===== config.mk =====
export PLATFORM = sky130hd
export DESIGN_NAME = sha2_msg_padder_flat
export DESIGN_NICKNAME = d
export VERILOG_FILES = /design/src/rtl/sha2_msg_padder_if.sv /design/src/rtl/sha2_msg_padder.sv /design/src/flat_wrapper.sv
export SDC_FILE = /design/constraint.sdc
export NUM_CORES = 1
export LEC_CHECK = 0
export CAP_MARGIN = 20
export CORE_MARGIN = 4
export CORE_UTILIZATION = 50
export CTS_BUF_LIST = sky130_fd_sc_hd__clkbuf_16
export DETAILED_ROUTE_END_ITERATION = 8
export GPL_TIMING_DRIVEN = 0
export PLACE_DENSITY_LB_ADDON = 0.2
export SLEW_MARGIN = 20
export SYNTH_ARGS = -nofsm -noshare
export SYNTH_HDL_FRONTEND = slang
export SYNTH_SLANG_ARGS = --single-unit

===== constraint.sdc =====
create_clock -name clk -period 4.7 [get_ports clk]
set_input_delay 0.94 -clock clk [delete_from_list [all_inputs] [get_ports clk]]
set_output_delay 0.94 -clock clk [all_outputs]
set_load 0.01 [all_outputs]

===== src/rtl/sha2_msg_padder_if.sv =====
`default_nettype none
// ============================================================================
//  Module      : sha2_msg_padder_if
//  Description : Bundle of the padder's message-input stream, message-RAM
//                write port and block handshake towards the SHA-256 core.
//                  master : the padder (drives in_ready, mem_*, blk_valid,
//                           blk_last, busy)
//                  slave  : the environment (message source + core/RAM)
//  Revision    : 1.0  initial release
// ============================================================================
interface sha2_msg_padder_if #(
    parameter int WIDTH = 32,
    parameter int AW    = 4
);
    // message input stream
    logic             in_valid;
    logic             in_ready;
    logic [WIDTH-1:0] in_data;
    logic             in_last;
    logic [2:0]       in_bytes;
    // message RAM write port
    logic             mem_en_write;
    logic [AW-1:0]    mem_addr_write;
    logic [WIDTH-1:0] mem_data_in;
    // block handshake and status
    logic             blk_valid;
    logic             blk_last;
    logic             blk_ack;
    logic             busy;

    modport master (
        input  in_valid, in_data, in_last, in_bytes, blk_ack,
        output in_ready, mem_en_write, mem_addr_write, mem_data_in,
               blk_valid, blk_last, busy
    );

    modport slave (
        output in_valid, in_data, in_last, in_bytes, blk_ack,
        input  in_ready, mem_en_write, mem_addr_write, mem_data_in,
               blk_valid, blk_last, busy
    );
endinterface
`default_nettype wire


===== src/rtl/sha2_msg_padder.sv =====
`default_nettype none
// ============================================================================
//  Module      : sha2_msg_padder
//  Description : Loads a big-endian 32-bit word stream into the SHA-256
//                message RAM and applies FIPS 180-4 padding (0x80 byte, zero
//                fill, 64-bit bit length). Each completed 16-word block is
//                offered to the compression core with blk_valid/blk_ack.
//  Ports       : clk, rst (sync, active-high)
//                bus.in_*  : message words, in_bytes = bytes in final word
//                bus.mem_* : registered RAM write port
//                bus.blk_* : block ready / final-block flag / core ack
//                bus.busy  : message in progress
//  Revision    : 1.0  initial release
// ============================================================================
module sha2_msg_padder #(
    parameter int WIDTH       = 32,
    parameter int BLOCK_WORDS = 16,
    parameter int AW          = 4
) (
    input wire                clk,
    input wire                rst,
    sha2_msg_padder_if.master bus
);

    localparam logic [2:0] c_ST_LOAD   = 3'd0;
    localparam logic [2:0] c_ST_PAD    = 3'd1;
    localparam logic [2:0] c_ST_ZERO   = 3'd2;
    localparam logic [2:0] c_ST_LEN_HI = 3'd3;
    localparam logic [2:0] c_ST_LEN_LO = 3'd4;
    localparam logic [2:0] c_ST_WAIT   = 3'd5;

    localparam logic [AW-1:0]    c_IDX_LAST    = AW'(BLOCK_WORDS - 1);
    localparam logic [AW-1:0]    c_IDX_LEN_HI  = AW'(BLOCK_WORDS - 2);
    localparam logic [AW-1:0]    c_IDX_PRE_LEN = AW'(BLOCK_WORDS - 3);
    localparam logic [WIDTH-1:0] c_PAD_WORD    = {8'h80, {(WIDTH-8){1'b0}}};

    logic [2:0]       r_state;
    logic [AW-1:0]    r_widx;
    logic [63:0]      r_bitlen;
    logic             r_final;        // current block carries the length field
    logic             r_pad_pending;  // 0x80 word owed to the next block
    logic             r_msg_done;     // last input word has been taken
    logic             r_busy;
    logic             r_blk_valid;
    logic             r_mem_en;
    logic [AW-1:0]    r_mem_addr;
    logic [WIDTH-1:0] r_mem_data;

    logic [2:0]       w_nbytes;
    logic [5:0]       w_shift;
    logic [WIDTH-1:0] w_last_data;
    logic [2:0]       w_place_state;
    logic             w_place_final;

    always_comb begin
        w_nbytes = (bus.in_bytes > 3'd4) ? 3'd4 : bus.in_bytes;
        w_shift  = {w_nbytes, 3'b000};
        // keep the top n bytes, put the 0x80 marker right below them
        w_last_data = (bus.in_data & ~({WIDTH{1'b1}} >> w_shift)) |
                      (c_PAD_WORD >> w_shift);

        // Where to go after the word holding the 0x80 marker is written at
        // r_widx: if both length words still fit behind it the block is
        // final, otherwise zero-fill this block and put the length in the
        // next one.
        w_place_state = c_ST_WAIT;
        w_place_final = 1'b0;
        if (r_widx < c_IDX_PRE_LEN) begin
            w_place_state = c_ST_ZERO;
            w_place_final = 1'b1;
        end else if (r_widx == c_IDX_PRE_LEN) begin
            w_place_state = c_ST_LEN_HI;
            w_place_final = 1'b1;
        end else if (r_widx == c_IDX_LEN_HI) begin
            w_place_state = c_ST_ZERO;
        end
    end

    always_ff @(posedge clk) begin
        if (rst) begin
            r_state       <= c_ST_LOAD;
            r_widx        <= '0;
            r_bitlen      <= '0;
            r_final       <= 1'b0;
            r_pad_pending <= 1'b0;
            r_msg_done    <= 1'b0;
            r_busy        <= 1'b0;
            r_blk_valid   <= 1'b0;
            r_mem_en      <= 1'b0;
            r_mem_addr    <= '0;
            r_mem_data    <= '0;
        end else begin
            r_mem_en <= 1'b0;
            case (r_state)
                c_ST_LOAD: begin
                    if (bus.in_valid) begin
                        r_mem_en   <= 1'b1;
                        r_mem_addr <= r_widx;
                        r_widx     <= r_widx + AW'(1);
                        r_busy     <= 1'b1;
                        if (!bus.in_last) begin
                            r_mem_data <= bus.in_data;
                            r_bitlen   <= r_bitlen + 64'(WIDTH);
                            if (r_widx == c_IDX_LAST) begin
                                r_state <= c_ST_WAIT;
                            end
                        end else if (w_nbytes == 3'd4) begin
                            r_mem_data <= bus.in_data;
                            r_bitlen   <= r_bitlen + 64'(WIDTH);
                            r_msg_done <= 1'b1;
                            if (r_widx == c_IDX_LAST) begin
                                r_state       <= c_ST_WAIT;
                                r_pad_pending <= 1'b1;
                            end else begin
                                r_state <= c_ST_PAD;
                            end
                        end else begin
                            r_mem_data <= w_last_data;
                            r_bitlen   <= r_bitlen + 64'(w_shift);
                            r_msg_done <= 1'b1;
                            r_state    <= w_place_state;
                            r_final    <= w_place_final;
                        end
                    end
                end
                c_ST_PAD: begin
                    r_mem_en   <= 1'b1;
                    r_mem_addr <= r_widx;
                    r_mem_data <= c_PAD_WORD;
                    r_widx     <= r_widx + AW'(1);
                    r_state    <= w_place_state;
                    r_final    <= w_place_final;
                end
                c_ST_ZERO: begin
                    r_mem_en   <= 1'b1;
                    r_mem_addr <= r_widx;
                    r_mem_data <= '0;
                    r_widx     <= r_widx + AW'(1);
                    if (r_final && r_widx == c_IDX_PRE_LEN) begin
                        r_state <= c_ST_LEN_HI;
                    end else if (!r_final && r_widx == c_IDX_LAST) begin
                        r_state <= c_ST_WAIT;
                    end
                end
                c_ST_LEN_HI: begin
                    r_mem_en   <= 1'b1;
                    r_mem_addr <= r_widx;
                    r_mem_data <= WIDTH'(r_bitlen[63:32]);
                    r_widx     <= r_widx + AW'(1);
                    r_state    <= c_ST_LEN_LO;
                end
                c_ST_LEN_LO: begin
                    r_mem_en   <= 1'b1;
                    r_mem_addr <= r_widx;
                    r_mem_data <= WIDTH'(r_bitlen[31:0]);
                    r_widx     <= r_widx + AW'(1);
                    r_state    <= c_ST_WAIT;
                end
                c_ST_WAIT: begin
                    // First WAIT cycle only raises blk_valid, so the index-15
                    // write has landed before the core is told; an ack seen
                    // while blk_valid is still low is ignored.
                    if (r_blk_valid && bus.blk_ack) begin
                        r_blk_valid <= 1'b0;
                        r_widx      <= '0;
                        if (r_final) begin
                            r_bitlen   <= '0;
                            r_final    <= 1'b0;
                            r_msg_done <= 1'b0;
                            r_busy     <= 1'b0;
                            r_state    <= c_ST_LOAD;
                        end else if (r_pad_pending) begin
                            r_pad_pending <= 1'b0;
                            r_state       <= c_ST_PAD;
                        end else if (r_msg_done) begin
                            // marker already written; this block is zeros
                            // plus the length
                            r_final <= 1'b1;
                            r_state <= c_ST_ZERO;
                        end else begin
                            r_state <= c_ST_LOAD;
                        end
                    end else begin
                        r_blk_valid <= 1'b1;
                    end
                end
                default: r_state <= c_ST_LOAD;
            endcase
        end
    end

    assign bus.in_ready       = (r_state == c_ST_LOAD);
    assign bus.mem_en_write   = r_mem_en;
    assign bus.mem_addr_write = r_mem_addr;
    assign bus.mem_data_in    = r_mem_data;
    assign bus.blk_valid      = r_blk_valid;
    assign bus.blk_last       = r_blk_valid & r_final;
    assign bus.busy           = r_busy;

endmodule
`default_nettype wire


===== src/flat_wrapper.sv =====
// flat-port wrapper written by rule: the top's interface ports become plain ports
module sha2_msg_padder_flat 
#(
    parameter int WIDTH       = 32,
    parameter int BLOCK_WORDS = 16,
    parameter int AW          = 4
)
  (clk, rst, bus_in_valid, bus_in_data, bus_in_last, bus_in_bytes, bus_blk_ack, bus_in_ready, bus_mem_en_write, bus_mem_addr_write, bus_mem_data_in, bus_blk_valid, bus_blk_last, bus_busy);
  sha2_msg_padder_if #(.WIDTH(WIDTH), .AW(AW)) bus_i ();
  input wire clk;
  input wire rst;
  input wire logic [$bits(bus_i.in_valid)-1:0] bus_in_valid;
  input wire logic [$bits(bus_i.in_data)-1:0] bus_in_data;
  input wire logic [$bits(bus_i.in_last)-1:0] bus_in_last;
  input wire logic [$bits(bus_i.in_bytes)-1:0] bus_in_bytes;
  input wire logic [$bits(bus_i.blk_ack)-1:0] bus_blk_ack;
  output wire logic [$bits(bus_i.in_ready)-1:0] bus_in_ready;
  output wire logic [$bits(bus_i.mem_en_write)-1:0] bus_mem_en_write;
  output wire logic [$bits(bus_i.mem_addr_write)-1:0] bus_mem_addr_write;
  output wire logic [$bits(bus_i.mem_data_in)-1:0] bus_mem_data_in;
  output wire logic [$bits(bus_i.blk_valid)-1:0] bus_blk_valid;
  output wire logic [$bits(bus_i.blk_last)-1:0] bus_blk_last;
  output wire logic [$bits(bus_i.busy)-1:0] bus_busy;
  assign bus_i.in_valid = bus_in_valid;
  assign bus_i.in_data = bus_in_data;
  assign bus_i.in_last = bus_in_last;
  assign bus_i.in_bytes = bus_in_bytes;
  assign bus_i.blk_ack = bus_blk_ack;
  assign bus_in_ready = bus_i.in_ready;
  assign bus_mem_en_write = bus_i.mem_en_write;
  assign bus_mem_addr_write = bus_i.mem_addr_write;
  assign bus_mem_data_in = bus_i.mem_data_in;
  assign bus_blk_valid = bus_i.blk_valid;
  assign bus_blk_last = bus_i.blk_last;
  assign bus_busy = bus_i.busy;
  sha2_msg_padder #(.WIDTH(WIDTH), .BLOCK_WORDS(BLOCK_WORDS), .AW(AW)) u_core (.clk(clk), .rst(rst), .bus(bus_i));
endmodule

==> metrics.md <==
| Metric | Value |
|---|---|
| Clk_lat worst skew | 0.37 ns |
| Crit end category | flop |
| Layout cells sized above 1 | 3.12% |
| Met2 usage | 52.0% |
| Crit-path max FO | 10 |
| Setup_tns | 0 ns |
| ANT cells | 0 |
| Seq cells post-synth | 110 |
| Initial Util | 51.5% |
| CTS tree | built |
| DRT iter0 DRCs | 1123 |
| IO Count | 81 |
| Drt pass-1 iters | 9 |
| Nets | 941 |
| First-pass GRT wire length | 37500 um |
| Worst Setup Path Type | in -> reg |
| Max-slew violation count | 0 |
| Core area | 12100 um2 |
| CP Data Arrival Time | 4.32 ns |
| Gp weighted congestion | 1.01 |
| Reg clk slew, reported paths | 0.07 ns |
| Yosys warnings | 0 |
| Asr flop ratio synth | 0% |
| Tmin final | 4.10 ns |
| Root Driver | clkbuf_16 |
| Startpoint class of the critical path | input port |
| DIE HEIGHT | 120 um |
| Hold WC Path Type | reg -> reg |
| Post-route DRC violation count | 0 |
| Number of flops mapped to enable cells by yosys | 0 |
| Worst clock skew | 0.00973 ns |
| Syn nets | 850 |
| P&R area growth vs syn | 21.3% |
| Most frequent cells in the layout | dfxtp_1, nor2_1, clkdlybuf4s50_1, nand2_1, clkbuf_1 |
| Bufs on Longest Clock Path | 2 |
| Post-CTS Hold Buffers | 0 |
| IO buf count | 79 |
| WL final | 24500 um |
| Synth Instances | 801 |
| Remaining global-route overflow | 0 |
| Synth Flop Type | dfxtp_1 |
| Pin count of the biggest net entering global routing | 18 |
| Top cell type's share of synthesized area | 35.3% |
| Num CTS Buffers | 9 |
| RSZ-0062 raised after global routing | false |
| CP Data Required Time | 4.92 ns |
| Area leader, netlist | dfxtp_1 |
| Yosys cell types | 65 |
| Worst slew pin tran | 1.17 ns |
| Placed inst area | 7250 um2 |
| Most common cell after layout, fill and taps aside | dfxtp_1 |
| Die span in x | 120 um |
| Post-CTS sizing | 0 |
| Clock sinks | 110 |
| Max-cap viol count | 0 |
| Total Routing Usage GR | 33.7% |
| Synth Area per Inst | 7.78 um2 |
| Seq/Total Area, Yosys | 35.3% |
| Vias per inst | 6.67 |
| Peak supply drop | 0.000356 V |
| Hold Fails Final Rpt | 0 |
| Wirelength per Cell | 23.0 um |
| Relative slew slack | 21.7% |
| Peak Freq | 244 MHz |
| Die ar. | 14300 um2 |
| Most Crowded Layer GR | met2 |
| Period utilization | 87.1% |
| H-tree Lvls | 3 |
| Row cnt | 40 |
| Initial antenna violation count | 1 |
| Final setup fails | 0 |
| Lkg Pwr | 2.57 nW |
| Synth area leaders | dfxtp_1, nor2_1, nand2_1 |
| Netlist Area Pre-Place | 6230 um2 |
| Status | finished, final reports clean |
| M3 GR Usage | 7.87% |
| Met1 Resource Use GR | 45.3% |
| FILL cells | 1117 |
| Vias in the first global route | 6505 |
| Hpwl dp | 18200 um |
| Antenna-violating nets left | 0 |
| Post-route cell area | 7560 um2 |
| Vias | 7103 |
| PD cells | 391 nW/um2 |
| Post-CTS Setup Bufs | 0 |
final cells by class:
cell class / instances / area (um2) / area share, %
Multi-Input combinational cell: 611 / 3730 / 49.4
Timing Repair Buffer: 80 / 798 / 10.6
Clock inverter: 7 / 86.3 / 1.14
Inverter: 15 / 56.3 / 0.745
Buffer: 65 / 250 / 3.31
Tap cell: 168 / 210 / 2.78
Sequential cell: 110 / 2200 / 29.1
Clock buffer: 9 / 225 / 2.98
flip-flops by register name, summed over array words and instances (netlist names):
name and count:
u_core.bus.mem_en_write 1, u_core.r_msg_done 1, u_core.r_state 3, u_core.r_widx 4, u_core.bus.busy 1, u_core.r_final 1, u_core.bus.mem_addr_write 4, u_core.r_pad_pending 1
u_core.r_bitlen 61, u_core.bus.mem_data_in 32, u_core.bus.blk_valid 1
worst paths after layout:
path                                      from                      endpoint  slack [ns]  depth (start not counted)
hold reg to reg   u_core.bus.mem_addr_write[0]  u_core.bus.mem_addr_write[0]        0.47                          2
setup reg to reg            u_core.r_bitlen[5]           u_core.r_bitlen[27]        1.56                          8
hold / removal    u_core.bus.mem_addr_write[0]  u_core.bus.mem_addr_write[0]        0.47                          2
setup / recovery               bus_in_bytes[2]           u_core.r_bitlen[27]        0.60                         11
synthesized netlist by cell type (all sizes together), types with 3 or more instances:
library cell and instances:
xnor2 8, nor2b 4, nand2 72, a21oi 48
and3 17, a211oi 13, o211ai 3, o311ai 3
mux2i 3, or3 13, buf 6, nand4 34
o21ai 41, a222oi 9, nand4b 4, o31ai 4
or4 8, clkbuf 59, nand2b 11, inv 15
a31oi 12, nor3b 6, o21a 3, a21o 8
dfxtp 110, nor3 25, and2 11, nand3 49
ha 8, a32oi 3, and4 7, nor2 80
a41oi 7, xor2 17, a221oi 20, nor4 12
a311oi 23
stage by stage:
| step | cells | worst slack (ns) | hold slack, ns | power, mW | utilization (%) |
|---|---|---|---|---|---|
| CTS | 1065 | 0.742 | 0.467 | 2.94 | 62.4 |
| global route | 1065 | 0.429 | 0.493 | 3.08 | 62.4 |
| detailed placement | 1049 | 0.373 | 0.457 | 2.12 | 59.8 |
| floorplan | 801 | 1.75 | 0.425 | 1.66 | - |
| finish | 1065 | 0.605 | 0.471 | 2.96 | 62.4 |
| global placement | 1048 | 0.435 | 0.438 | 2.09 | 59.7 |
critical path, cell delays in order:
cell and delay, ns:
clkdlybuf4s50_1 0.59, nor2b_1 0.20, ha_1 0.21, fa_1 0.22, a21o_1 0.19, nand3_1 0.31
a2111oi_2 0.85, buf_2 0.40, nand4_1 0.15, xor2_1 0.20, nor2_1 0.06
cells by family after synthesis:
group           after synthesis  synth area share (%)
simple gates                359                  29.7
compound gates              215                  24.1
flops                       110                  35.3
buf+inv                      80                  4.92
xor+xnor                     25                  3.51
fa+ha+maj                     9                  1.93
mux                           3                 0.482
where the power goes:
| part | internal, mW | total, mW | switching (mW) |
|---|---|---|---|
| Clock | 0.464 | 0.826 | 0.362 |
| Sequential | 1.05 | 1.12 | 0.0706 |
| Combinational | 0.402 | 1.01 | 0.612 |
| Total | 1.91 | 2.96 | 1.04 |
routing by layer:
layer  routed length (um)  vias to the layer above
li1                     -                     3204
met2                11000                      478
met4                  772                        0
met3                 2750                       59
met5                    0                        -
met1                 9980                     3362
No activity file was read; power rests on OpenSTA's default activity.
